==> config.mk <==
export PLATFORM = sky130hd
export DESIGN_NAME = player_input_receiver
export DESIGN_NICKNAME = d
export VERILOG_FILES = /design/src/rtl/player_input_receiver.sv
export SDC_FILE = /design/constraint.sdc
export NUM_CORES = 1
export LEC_CHECK = 0
export CAP_MARGIN = 15
export CORE_UTILIZATION = 50
export CTS_CLUSTER_DIAMETER = 50
export DETAILED_ROUTE_END_ITERATION = 6
export GPL_ROUTABILITY_DRIVEN = 0
export PLACE_DENSITY = 0.68
export SYNTH_ARGS = -nofsm -noshare
export SYNTH_HDL_FRONTEND = slang
export SYNTH_SLANG_ARGS = --single-unit
==> constraint.sdc <==
create_clock -name CLK -period 8.2 [get_ports CLK]
set_clock_uncertainty 0.2 [all_clocks]
set_input_delay 1.23 -clock CLK [delete_from_list [all_inputs] [get_ports CLK]]
set_output_delay 1.23 -clock CLK [all_outputs]
set_load 0.005 [all_outputs]
==> src/rtl/player_input_receiver.sv <==
`timescale 1ns/1ps
`default_nettype none
// ============================================================================
// Module      : player_input_receiver
// Description : Synchronises and debounces both players' buttons; emits clean
//               levels plus press / release / auto-repeat pulses.
// Revision    : 1.0 - initial release
// ============================================================================
module player_input_receiver #(
  parameter int                 NUM_BTN     = 12,
  parameter int                 TICK_DIV    = 50000,
  parameter int                 DEB_TICKS   = 10,
  parameter int                 RPT_DELAY   = 300,
  parameter int                 RPT_RATE    = 100,
  parameter logic [NUM_BTN-1:0] REPEAT_MASK = 12'h3CF
) (
  input  logic               CLK,
  input  logic               Clear,
  input  logic [NUM_BTN-1:0] btn_raw,
  input  logic               enable,
  output logic [NUM_BTN-1:0] btn_level,
  output logic [NUM_BTN-1:0] btn_press,
  output logic [NUM_BTN-1:0] btn_release,
  output logic [NUM_BTN-1:0] btn_repeat,
  output logic               any_press
);

  localparam int c_TICK_W  = (TICK_DIV > 1) ? $clog2(TICK_DIV) : 1;
  localparam int c_DEB_W   = (DEB_TICKS > 1) ? $clog2(DEB_TICKS) : 1;
  localparam int c_RPT_MAX = (RPT_DELAY > RPT_RATE) ? RPT_DELAY : RPT_RATE;
  localparam int c_RPT_W   = (c_RPT_MAX > 1) ? $clog2(c_RPT_MAX) : 1;

  localparam logic [c_TICK_W-1:0] c_TICK_LAST  = c_TICK_W'(TICK_DIV - 1);
  localparam logic [c_DEB_W-1:0]  c_DEB_LAST   = c_DEB_W'(DEB_TICKS - 1);
  localparam logic [c_RPT_W-1:0]  c_DELAY_LAST = c_RPT_W'(RPT_DELAY - 1);
  localparam logic [c_RPT_W-1:0]  c_RATE_LAST  = c_RPT_W'(RPT_RATE - 1);

  typedef enum logic [1:0] {
    ST_IDLE   = 2'd0,
    ST_DELAY  = 2'd1,
    ST_REPEAT = 2'd2
  } rpt_state_t;

  logic [NUM_BTN-1:0]  r_sync1;
  logic [NUM_BTN-1:0]  r_sync2;
  logic [c_TICK_W-1:0] r_tick_cnt;
  logic                w_tick;

  always_ff @(posedge CLK or posedge Clear) begin
    if (Clear) begin
      r_sync1 <= '0;
      r_sync2 <= '0;
    end else begin
      r_sync1 <= btn_raw;
      r_sync2 <= r_sync1;
    end
  end

  assign w_tick = (r_tick_cnt == c_TICK_LAST);

  always_ff @(posedge CLK or posedge Clear) begin
    if (Clear) begin
      r_tick_cnt <= '0;
    end else if (w_tick) begin
      r_tick_cnt <= '0;
    end else begin
      r_tick_cnt <= r_tick_cnt + c_TICK_W'(1);
    end
  end

  genvar gi;
  generate
    for (gi = 0; gi < NUM_BTN; gi++) begin : g_bit
      logic [c_DEB_W-1:0] r_deb_cnt;
      logic               r_lvl;
      logic               r_press;
      logic               r_release;
      logic               w_flip;
      logic               w_rise;
      logic               w_fall;

      // A level flip happens on the tick that completes the debounce run.
      assign w_flip = w_tick && (r_sync2[gi] != r_lvl) && (r_deb_cnt == c_DEB_LAST);
      assign w_rise = w_flip && !r_lvl;
      assign w_fall = w_flip && r_lvl;

      always_ff @(posedge CLK or posedge Clear) begin
        if (Clear) begin
          r_deb_cnt <= '0;
          r_lvl     <= 1'b0;
          r_press   <= 1'b0;
          r_release <= 1'b0;
        end else begin
          r_press   <= w_rise && enable;
          r_release <= w_fall && enable;
          if (w_flip) begin
            r_lvl     <= ~r_lvl;
            r_deb_cnt <= '0;
          end else if (w_tick) begin
            if (r_sync2[gi] != r_lvl) begin
              r_deb_cnt <= r_deb_cnt + c_DEB_W'(1);
            end else begin
              r_deb_cnt <= '0;
            end
          end
        end
      end

      assign btn_level[gi]   = r_lvl;
      assign btn_press[gi]   = r_press;
      assign btn_release[gi] = r_release;

      if (REPEAT_MASK[gi]) begin : g_rpt
        rpt_state_t         r_state;
        rpt_state_t         w_state_nxt;
        logic [c_RPT_W-1:0] r_rpt_cnt;
        logic [c_RPT_W-1:0] w_rpt_cnt_nxt;
        logic               w_rpt_pulse;
        logic               r_repeat;

        always_ff @(posedge CLK or posedge Clear) begin
          if (Clear) begin
            r_state   <= ST_IDLE;
            r_rpt_cnt <= '0;
            r_repeat  <= 1'b0;
          end else begin
            r_state   <= w_state_nxt;
            r_rpt_cnt <= w_rpt_cnt_nxt;
            r_repeat  <= w_rpt_pulse && enable;
          end
        end

        // Release has priority so a release tick never also repeats.
        always_comb begin
          w_state_nxt   = r_state;
          w_rpt_cnt_nxt = r_rpt_cnt;
          w_rpt_pulse   = 1'b0;
          if (w_fall) begin
            w_state_nxt   = ST_IDLE;
            w_rpt_cnt_nxt = '0;
          end else if (w_rise) begin
            w_rpt_pulse   = 1'b1;
            w_state_nxt   = ST_DELAY;
            w_rpt_cnt_nxt = '0;
          end else begin
            case (r_state)
              ST_DELAY: begin
                if (w_tick) begin
                  if (r_rpt_cnt == c_DELAY_LAST) begin
                    w_rpt_pulse   = 1'b1;
                    w_state_nxt   = ST_REPEAT;
                    w_rpt_cnt_nxt = '0;
                  end else begin
                    w_rpt_cnt_nxt = r_rpt_cnt + c_RPT_W'(1);
                  end
                end
              end
              ST_REPEAT: begin
                if (w_tick) begin
                  if (r_rpt_cnt == c_RATE_LAST) begin
                    w_rpt_pulse   = 1'b1;
                    w_rpt_cnt_nxt = '0;
                  end else begin
                    w_rpt_cnt_nxt = r_rpt_cnt + c_RPT_W'(1);
                  end
                end
              end
              default: begin
                w_state_nxt   = ST_IDLE;
                w_rpt_cnt_nxt = '0;
              end
            endcase
          end
        end

        assign btn_repeat[gi] = r_repeat;
      end else begin : g_norpt
        assign btn_repeat[gi] = r_press;
      end
    end
  endgenerate

  assign any_press = |btn_press;

endmodule
`default_nettype wire

# Word-level counts from Yosys, hierarchy flattened

Cells that the tools add are included.

Bits in registers: 220
Bits of input ports: 15
Output and inout bits: 49
Logic and storage cells: 507

Add/sub/neg operators: 21
Equal/unequal tests: 89
Muxes and demuxes: 189
Bitwise logic cells: 12
Reductions and logical operators: 121

Operator list:

| operator              | number |
|---|---|
| $mux 9                | 48 |
| $mux 4                | 36 |
| $pmux 9 s2            | 8 |
| $ne 4x4->1 const B    | 24 |
| $logic_and 1x1->1     | 80 |
| $add 9x1->9 const B   | 8 |
| $eq 9x7->1 const B    | 8 |
| $eq 9x9->1 const B    | 8 |
| $mux 2                | 32 |
| $add 4x1->4 const B   | 12 |
| $eq 4x4->1 const B    | 12 |
| $mux 1                | 48 |
| $pmux 2 s2            | 8 |
| $ne 3x3->1 const B    | 8 |
| $reduce_and 3->1      | 8 |
| $reduce_bool 2->1     | 12 |
| $add 16x1->16 const B | 1 |
| $eq 16x16->1 const B  | 1 |
| $eq 2x1->1 const B    | 8 |
| $eq 2x2->1 const B    | 8 |
| $mux 16               | 1 |
| $pmux 1 s2            | 8 |
| $reduce_and 2->1      | 8 |
| $logic_not 1->1       | 12 |
| other kinds (3)       | 25 |

# Depth between registers and ports, before layout

Gate-level depths: netlist (run 1).

Depth after elaboration: 7
Depth in mapped cells: 10
Depth with buffers taken out: 7

# Least setup slack after synthesis (run 1)

OpenSTA, ideal clock, no wires.

Kind: register to register
Start: register r_tick_cnt[0]
End: register g_bit[3].g_rpt.r_rpt_cnt[8]
Data arrival time: 1.865 ns
Data required time: 7.874 ns
Path slack: 6.009 ns
Stages on the path, launching flop included: 9
Period minus slack after synthesis: 2.191 ns
Path through: dfrtp_1 > ha_1 > and3_1 > buf_2 > and4_1 > buf_4 > nor2_1 > nor2_4 > a221o_1

Word-level cells in the longest chain between the ends: 6
Elaborated cells between the ends (all ways): 10

RTL lines:

| item                                                               | RTL line | text |
|---|---|---|
| start, declared                                                    | 46       | `logic [c_TICK_W-1:0] r_tick_cnt;` |
| start signal, assigned                                             | 67       | `r_tick_cnt <= r_tick_cnt + c_TICK_W'(1);` |
| $eq 16x16->1 *                                                     | 59       | `assign w_tick = (r_tick_cnt == c_TICK_LAST);` |
| $logic_and 1x1->1 (2 in a row)                                     | 83       | `assign w_flip = w_tick && (r_sync2[gi] != r_lvl) && (r_deb_cnt == c_DEB_LAST);` |
| $logic_and 1x1->1 (on tied branches)                               | 84, 85   |  |
| $ne 4x4->1 (no source line) / $mux 9 (equally long branches)       | --       |  |
| $reduce_and 2->1 (no source line) / $mux 9 (equally long branches) | --       |  |
| end signal, assigned                                               | 128      | `r_rpt_cnt <= w_rpt_cnt_nxt;` |
| end, declared                                                      | 116      | `logic [c_RPT_W-1:0] r_rpt_cnt;` |

Mark *: on every way between the ends. The rest lies on a longest branch, timed or not.
A chain may end at the register's enable or synchronous reset.

# Worst setup path after layout (run 1)

Start: register g_bit[6].r_press
End: output any_press

Word-level cells in the longest chain between the ends: 1

RTL lines:

| item                   | RTL line | text |
|---|---|---|
| start, declared        | 76       | `logic r_press;` |
| start signal, assigned | 94       | `r_press <= w_rise && enable;` |
| $reduce_or 12->1       | 183      | `assign any_press = \|btn_press;` |
| end, declared          | 25       | `output logic any_press` |

Every way passes these cells.

==> key figures, run 1 <==
Floorplanning
  • Floorplan row count: between 50 and 60
  • # IOs: between 60 and 70
  • Die Y: between 150 and 200 um
  • Die outline width: approximately 150 um
  • Die area: 0.0238 sq mm
  • Initial Util: 0.511
  • Core Footprint: around 0.023 sq mm

Run
  • Max Cap Viol: 0

Timing
  • Setup TNS: 0 ps
  • Slew headroom: 0.382
  • Period utilization: 0.407
  • Crit path time final: between 3000 and 4000 ps
  • Fmax: ~300 MHz
  • Final hold violation count: 0
  • PnR worst setup slack: about 4900 ps
  • Worst-margin pin slew: 918 ps
  • Fin. max-slew vios: 0
  • RSZ-0062 raised after global routing: false
  • Final Setup Violations: 0

Critical path
  • CP Capture Type: primary output
  • Critical-path maximum fanout: 2
  • Crit path kind: flip-flop to primary output
  • Launch point of the worst path: g_bit[6].r_press
  • CP arrival: around 1900 ps
  • Critical Path Source Type: flip-flop
  • R2r setup slk: between 4000 and 5000 ps
  • R2R cell count: 7
  • Crit path required time: about 6800 ps
  • Reg2Reg Launch Point: r_tick_cnt[0]
  • FF-to-FF End: g_bit[9].g_rpt.r_rpt_cnt[8]

GRT
  • Tot GR Track Use: 0.205
  • Number of global-route vias before repair: slightly above 8000
  • Largest net degree at the start of global routing: around 110
  • Total congestion overflow: 0
  • Initial antenna violation count: 0
  • First-pass GRT wire length: 40.5 mm

Cells and area
  • Layout cell share with drive strength beyond 1: 0.0854
  • # diodes: 0
  • Finished Cell Area: 0.0130 sq mm
  • Layout Nets: 1272
  • Fillers: approximately 2000
  • Final core occ: 0.573
  • Area delta synth->final: 12.3%

Pwr
  • Total chip power: around 2300 uW
  • Clock Power Share: 0.515
  • Net Sw Frac: 0.211
  • Sequential power share: 0.470
  • Int Pwr: 1840 uW
  • Power Density: ~180 mW/mm^2
  • Combinational share of power: 0.015
  • NetSw: ~490 uW
  • Peak supply drop: approximately 0.16 mV
  • Leakage power: 0.00547 uW

Detailed routing
  • Vias post-DR: ~8600
  • Via density: 5.66
  • 1st-iter DRT viols: roughly 420
  • Antenna viol nets, final: 0
  • WL final: approximately 24 mm
  • Drc violations: 0
  • Wirelength per Cell: about 16 um
  • Pre-antenna DRT Iters: 6

Clock tree
  • H-tree levels: 1
  • Post-CTS sizing: 0
  • Clock buffer depth: 3
  • Worst skew pair latency: approximately 540 ps
  • Clock sink count: 220
  • CTS tree: yes
  • Root Buffer: clkbuf_16
  • TritonCTS buffer count: 27
  • Postcts setup bufs: 0
  • CTS hold repair buffers: 0
  • Clk slew on worst S/H paths: approximately 60 ps

Yosys
  • Syn Inst Count: about 1200
  • Post-Synthesis Cell Area: around 0.012 sq mm
  • Top FF cell, synth: dfrtp_1
  • Mapped Avg Cell Area: slightly below 10 sq um
  • Syn_nets: around 1300
  • Synth area leaders: dfrtp_1 (47%), ha_1 (5.3%), nand2_1 (5.2%), o21ai_0 (4.2%), buf_4 (3.3%)
  • Yosys reg bits: 220
  • Synth async-reset ratio: 1.00
  • YS warnings: 0
  • Library cells used by synthesis: just under 70
  • Post-synth EDFFs: 0
  • Register area share after synthesis: 0.475
  • Area leader, netlist: dfrtp_1
  • Share of the synthesized area in the top cell type: 0.475

Place
  • Pre-CTS WS: 4880 ps
  • Port bufs: 63
  • Placed cell area: ~0.012 sq mm
  • Hpwl dp: 15.9 mm

Min path
  • Hold Crit Endpoint: r_sync2[11]
  • Worst hold path class: flip-flop to flip-flop
  • Hold_sp: r_sync1[11]
  • Hold Path Stages: 0

Run status
  • Status: completed
-- cells by family after synthesis --
group           after synthesis  share of synthesized area
flops                       220                      0.475
xor+xnor                     38                     0.0287
mux                           7                    0.00615
compound gates              288                      0.169
simple gates                458                      0.207
buf+inv                     127                     0.0609
fa+ha+maj                    49                     0.0529
-- synthesized netlist by cell type (6+ instances only) --
| cell | number |
|---|---|
| xor2_1 | 26 |
| o31ai_2 | 12 |
| ha_1 | 49 |
| a41o_1 | 9 |
| a21oi_1 | 36 |
| nor2b_1 | 15 |
| nor4b_1 | 12 |
| o2bb2a_1 | 19 |
| xnor2_1 | 12 |
| o31ai_1 | 21 |
| nand3b_1 | 12 |
| inv_1 | 52 |
| o21ai_1 | 11 |
| a22o_1 | 6 |
| nor4bb_1 | 7 |
| nor2_1 | 64 |
| nor3_1 | 17 |
| and3_1 | 17 |
| or2_2 | 16 |
| dfrtp_1 | 220 |
| mux2i_1 | 6 |
| nand3_1 | 59 |
| clkbuf_1 | 11 |
| buf_4 | 51 |
| a21o_1 | 7 |
| and2_1 | 8 |
| a31oi_1 | 9 |
| buf_2 | 6 |
| o22ai_1 | 18 |
| nor4_1 | 9 |
| nand2_1 | 161 |
| o21ai_0 | 98 |
| nand2b_1 | 23 |
| o21a_1 | 11 |
-- worst max-delay path, cell delays in order (launching register included) --
cell             delay, ps
dfrtp_1                400
nor4_1                 370
nand3_1                130
clkdlybuf4s50_1        500
-- layout make-up --
class / count / area [sq um] / share of cell area
clock buffers: 35 / 746 / 0.0573
clock inverters: 15 / 166 / 0.0128
inverters: 52 / 203 / 0.0156
multi-input cells: 840 / 5380 / 0.413
flip-flops and latches: 220 / 5510 / 0.423
well taps: 285 / 357 / 0.0274
repair buffers: 67 / 661 / 0.0507
-- placed cells by master (no fill, tap or decap), drive strengths merged, types with 6 or more instances in the layout --
cell type / instances
nor2: 67
and2: 8
xnor2: 12
ha: 49
clkbuf: 35
nor4b: 14
nand2b: 27
o22ai: 18
a21oi: 36
clkinv: 8
nor4bb: 7
o31ai: 33
a31oi: 9
inv: 54
nand2: 162
a21o: 7
and3: 17
or2: 17
nand3b: 12
nor4: 11
nand3: 60
dfrtp: 220
clkdlybuf4s50: 63
a41o: 9
mux2i: 6
o2bb2a: 19
nor3: 17
nand4: 6
nor2b: 15
o21ai: 109
a22o: 6
o21a: 11
xor2: 26
-- routing by layer --
layer | routed length (um) | global-route usage
met3 | 914 | 0.0291
met5 | 0 | 0
met1 | 11100 | 0.282
met4 | 623 | 0.0618
met2 | 11000 | 0.339
-- flip-flops by register name, indices dropped and copies added, names as in the netlist --
signal                 count
r_tick_cnt                16
g_bit.g_rpt.r_rpt_cnt     72
r_sync2                   12
g_bit.g_rpt.r_state       16
g_bit.r_lvl               12
g_bit.r_release           12
g_bit.g_rpt.r_repeat       8
g_bit.r_deb_cnt           48
g_bit.r_press             12
r_sync1                   12
-- power by group through the flow --
stage,clock (uW),combinational (uW),sequential (uW)
final,1200,34.7,1100
after global routing,1270,41.0,1090
after CTS,1230,36.8,1090
after detailed placement,0,36.8,1110
after global placement,0,36.4,1110
after floorplan,0,21.0,1110
-- stage by stage --
stage | hold WS [ps] | instances
final | 145 | 1514
after global routing | 152 | 1514
after CTS | 149 | 1514
after detailed placement | 135 | 1464
after global placement | 132 | 1464
after floorplan | 131 | 1187
-- worst max-delay path by stage --
| stage | end | cells after the start |
|---|---|---|
| after floorplan | g_bit[0].g_rpt.r_repeat | 1 |
| after global placement | g_bit[7].g_rpt.r_rpt_cnt[0] | 3 |
| after detailed placement | g_bit[7].g_rpt.r_rpt_cnt[3] | 3 |
| after CTS | any_press | 3 |
| after global routing | g_bit[9].g_rpt.r_rpt_cnt[4] | 7 |
| final | any_press | 3 |
Note: power is estimated with default switching activity, not from simulation.
==> run 2: changes to the inputs <==
Clock period 8.2 ns to 3.2 ns, I/O delays scaled along.
==> key figures, run 2 (synthesized netlist as in run 1, its figures left out) <==
GRT
  • Tot GR Track Use: 0.205
  • Largest net degree at the start of global routing: 76
  • Initial antenna violation count: 0
  • Total congestion overflow: 0
  • First-pass GRT wire length: between 40 and 50 mm
  • Number of global-route vias before repair: around 8300

Timing
  • Slew headroom: 0.384
  • PnR worst setup slack: 589 ps
  • Final hold violation count: 0
  • Setup TNS: 0 ps
  • Period utilization: 0.816
  • Final Setup Violations: 0
  • Fmax: roughly 380 MHz
  • Worst-margin pin slew: 915 ps
  • Crit path time final: approximately 2600 ps
  • Fin. max-slew vios: 0
  • RSZ-0062 raised after global routing: false

Detailed routing
  • 1st-iter DRT viols: 483
  • Vias post-DR: around 8600
  • WL final: between 20 and 25 mm
  • Antenna viol nets, final: 0
  • Via density: roughly 5.7
  • Drc violations: 0
  • Wirelength per Cell: 15.6 um
  • Pre-antenna DRT Iters: 5

Clock tree
  • Clock sink count: 220
  • TritonCTS buffer count: 29
  • Root Buffer: clkbuf_16
  • Post-CTS sizing: 0
  • CTS tree: yes
  • Worst skew pair latency: 530 ps
  • Clk slew on worst S/H paths: roughly 60 ps
  • Postcts setup bufs: 0
  • CTS hold repair buffers: 0
  • Clock buffer depth: 3
  • H-tree levels: 1

Run status
  • Status: completed

Run
  • Max Cap Viol: 0

Floorplanning
  • # IOs: 64
  • Die Y: around 150 um
  • Core Footprint: around 0.023 sq mm
  • Initial Util: 0.511
  • Die outline width: about 150 um
  • Floorplan row count: between 50 and 60
  • Die area: 0.0238 sq mm

Pwr
  • Peak supply drop: around 0.42 mV
  • Power Density: roughly 470 mW/mm^2
  • Leakage power: 0.00558 uW

Critical path
  • Critical-path maximum fanout: 29
  • CP arrival: approximately 2800 ps
  • Crit path required time: about 3400 ps
  • CP Capture Type: flip-flop
  • Crit path kind: flip-flop to flip-flop
  • Critical Path Source Type: flip-flop

Cells and area
  • Biggest register: g_bit.g_rpt.r_rpt_cnt
  • Largest register FFs: 72
  • # diodes: 0
  • Area delta synth->final: 14.1%
  • Layout Nets: approximately 1300
  • Largest registers: g_bit.g_rpt.r_rpt_cnt x72, g_bit.r_deb_cnt x48
  • Most frequent cells in the layout: dfrtp_1 (220), nand2_1 (161), o21ai_0 (98), nor2_1 (64), clkdlybuf4s50_1 (63)
  • Final core occ: 0.583
  • Layout cell share with drive strength beyond 1: 0.0944
  • Most common cell after layout, fill and taps aside: dfrtp_1

Min path
  • Worst hold path class: input port to asynchronous set/reset pin

Place
  • Pre-CTS WS: roughly 570 ps
  • Port bufs: 63
  • Hpwl dp: ~16 mm
==> run 2: cell count changes in the layout (fill, tap and decap cells not counted), sizes merged <==
cell	change
buf	+10
bufinv	+1
clkbuf	+1
clkinv	-1
clkinvlp	-1
inv	+1
==> run 2: stage by stage <==
stage	cell area (sq um)	std cells	power, uW	hold slack, ps
after floorplan	11600	1187	2910	131
after global placement	12200	1474	2960	132
after detailed placement	12200	1474	2960	136
after CTS	13200	1525	6300	86.0
after global routing	13200	1525	6430	117
final	13200	1525	6220	92.2
==> run 2: final cells by class <==
class	count	area, sq um
fill	1947	9480
sequential	220	5510
multi-input combinational	840	5380
clock buffer	36	792
timing repair buffer	77	786
tap	285	357
clock inverter	15	208
inverter	52	199
==> run 2: final timing paths <==
kind / start / to / slack (ps) / depth (start not counted)
min reg2reg: r_sync1[9] / r_sync2[9] / 150 / 0
max reg2reg: r_tick_cnt[0] / g_bit[5].r_press / 590 / 6
min: Clear / g_bit[11].r_deb_cnt[1] / 90 / 2
max: r_tick_cnt[0] / g_bit[5].r_press / 590 / 6
min in group CLK: r_sync1[9] / r_sync2[9] / 150 / 0
max in group asynchronous: Clear / r_sync1[7] / 2000 / 3
==> run 2: where the power goes <==
part | internal [uW] | switching, uW
clock network | 2090 | 1230
registers | 2800 | 7.58
logic | 29.7 | 66.3
==> run 2: routing by layer <==
metal / routed length (um) / global-route usage / up-vias
met5: 0 / 0 / -
met4: 473 / 0.0500 / 0
met3: 837 / 0.0291 / 35
met2: 11500 / 0.342 / 136
met1: 11100 / 0.284 / 4220
li1: - / - / 4245
==> run 2: critical path: stages (launching register included) <==
cell and delay, ps:
dfrtp_1 400, ha_1 210, and3_1 310, and4_2 430, buf_12 230, nand2_2 300
nor4b_1 400
==> run 3: changes to the inputs <==
Clock period 3.2 ns to 2.71 ns, I/O delays scaled along.
==> key figures, run 3 (synthesized netlist as in run 1, its figures left out) <==
Floorplanning
  • Floorplan row count: 55
  • Die Y: between 150 and 200 um
  • Core Footprint: between 0.02 and 0.025 sq mm
  • Initial Util: 0.511
  • # IOs: 64
  • Die area: about 0.024 sq mm
  • Die outline width: roughly 150 um

GRT
  • Largest net degree at the start of global routing: 97
  • Initial antenna violation count: 0
  • Tot GR Track Use: 0.205
  • Total congestion overflow: 0
  • First-pass GRT wire length: around 40 mm
  • Number of global-route vias before repair: approximately 8500

Cells and area
  • Biggest register: g_bit.g_rpt.r_rpt_cnt
  • Layout Nets: ~1300
  • Layout cell share with drive strength beyond 1: 0.0955
  • Post-Layout Cell Count: around 1500
  • Largest register FFs: slightly above 70
  • Fillers: between 1500 and 2000
  • Most common cell after layout, fill and taps aside: dfrtp_1
  • Area delta synth->final: 14.3%
  • Final core occ: 0.584
  • Largest registers: g_bit.g_rpt.r_rpt_cnt x72, g_bit.r_deb_cnt x48
  • # diodes: 0
  • Most frequent cells in the layout: dfrtp_1 (220), nand2_1 (161), o21ai_0 (98), nor2_1 (64), clkdlybuf4s50_1 (63)

Place
  • Hpwl dp: between 15 and 20 mm
  • Port bufs: between 60 and 70
  • DP Cell Count: ~1500
  • Pre-CTS WS: around 210 ps

Critical path
  • R2r setup slk: around 200 ps
  • Crit path required time: slightly below 3000 ps
  • R2R cell count: 6
  • Critical Path Source Type: flip-flop
  • Cell depth of the worst setup path: 6
  • CP Capture Type: flip-flop
  • Critical-path maximum fanout: 9
  • Max stage delay cell, worst path: o221ai_4
  • Slowest stage delay, CP: 480 ps
  • End of the critical path: g_bit[3].g_rpt.r_rpt_cnt[8]
  • Reg2Reg Launch Point: r_tick_cnt[0]
  • CP arrival: 2720 ps
  • Launch point of the worst path: r_tick_cnt[0]
  • Crit path kind: flip-flop to flip-flop
  • Top cell family by delay on the critical path: simple AND/OR/NAND/NOR gates
  • FF-to-FF End: g_bit[3].g_rpt.r_rpt_cnt[8]
  • Worst path bufs/invs: 0
  • Critical-path cell list: ha_1 > and3_1 > nand4_2 > o221ai_4 > nor2_4 > a221o_1

Clock tree
  • Clk slew on worst S/H paths: roughly 60 ps
  • H-tree levels: 1
  • Postcts setup bufs: 0
  • CTS hold repair buffers: 0
  • TritonCTS buffer count: 27
  • Root Buffer: clkbuf_16
  • Clock sink count: 220
  • CTS tree: yes
  • Post-CTS sizing: 0
  • Clock buffer depth: 3
  • Worst skew pair latency: between 500 and 600 ps

Detailed routing
  • Pre-antenna DRT Iters: 7
  • Drc violations: 0
  • Uppermost layer routed: met4
  • Met3 WL: 785 um
  • 1st-iter DRT viols: 407
  • Routed wl met2: ~11 mm
  • Via density: around 5.7
  • Wirelength per Cell: about 15 um
  • Metal-1 WL: around 11 mm
  • WL final: around 24 mm
  • Vias post-DR: roughly 8700
  • Antenna viol nets, final: 0

Run
  • Max Cap Viol: 0

Min path
  • Worst hold path class: input port to asynchronous set/reset pin

Pwr
  • NetSw: approximately 1500 uW
  • Leakage power: approximately 0.0056 uW
  • Peak supply drop: roughly 0.49 mV
  • Clock Power Share: 0.518
  • Net Sw Frac: 0.205
  • Power Density: between 500 and 600 mW/mm^2
  • Int Pwr: around 5700 uW
  • Total chip power: a little over 7000 uW
  • Combinational share of power: 0.017
  • Sequential power share: 0.465

Run status
  • Status: completed

Timing
  • Final Setup Violations: 0
  • Worst-margin pin slew: 893 ps
  • Fmax: about 400 MHz
  • Final hold violation count: 0
  • Crit path time final: around 2500 ps
  • PnR worst setup slack: between 200 and 250 ps
  • Fin. max-slew vios: 0
  • Period utilization: 0.926
  • Hold_ws: ~79 ps
  • RSZ-0062 raised after global routing: false
  • Slew headroom: 0.398
-- run 3: metrics by stage --
stage / area, sq um / TNS [ps]
after floorplan: 11600 / -168210
after global placement: 12300 / 0
after detailed placement: 12300 / 0
after CTS: 13300 / 0
after global routing: 13300 / 0
final: 13300 / 0
-- run 3: worst reg2reg max path, stage by stage, from the launching register on --
cell and delay, ps:
dfrtp_1 390, ha_1 230, and3_1 320, nand4_2 380, o221ai_4 480, nor2_4 100, a221o_1 310
-- run 3: per-layer routing --
metal	track usage	vias to the layer above
li1	-	4262
met1	0.271	4281
met2	0.355	159
met3	0.0272	36
met4	0.0556	0
met5	0	-
-- run 3: how the worst min path moves through the flow --
stage                     startpoint                           to  slack, ps  depth (start not counted)
after detailed placement  r_sync1[0]                   r_sync2[0]        140                          0
final                          Clear  g_bit[3].g_rpt.r_rpt_cnt[5]         80                          3
after floorplan           r_sync1[0]                   r_sync2[0]        130                          0
after global placement    r_sync1[7]                   r_sync2[7]        130                          0
after CTS                      Clear  g_bit[3].g_rpt.r_rpt_cnt[5]         70                          3
after global routing           Clear  g_bit[3].g_rpt.r_rpt_cnt[5]        100                          3
-- run 3: cell type report --
| cell class | instances | area (sq um) | area share |
|---|---|---|---|
| clock buffers | 38 | 757 | 0.0571 |
| clock inverters | 9 | 155 | 0.0117 |
| inverters | 52 | 199 | 0.0150 |
| multi-input cells | 840 | 5380 | 0.406 |
| flip-flops and latches | 220 | 5510 | 0.415 |
| well taps | 285 | 357 | 0.0269 |
| repair buffers | 87 | 898 | 0.0678 |
-- run 3: power by group through the flow --
stage | Combinational [uW] | Sequential (uW) | Clock [uW]
2_1_floorplan | 64.0 | 3370 | 0
3_3_place_gp | 126 | 3370 | 0
3_5_place_dp | 126 | 3370 | 0
4_1_cts | 127 | 3310 | 3780
5_1_grt | 140 | 3310 | 3900
6_report | 120 | 3310 | 3690
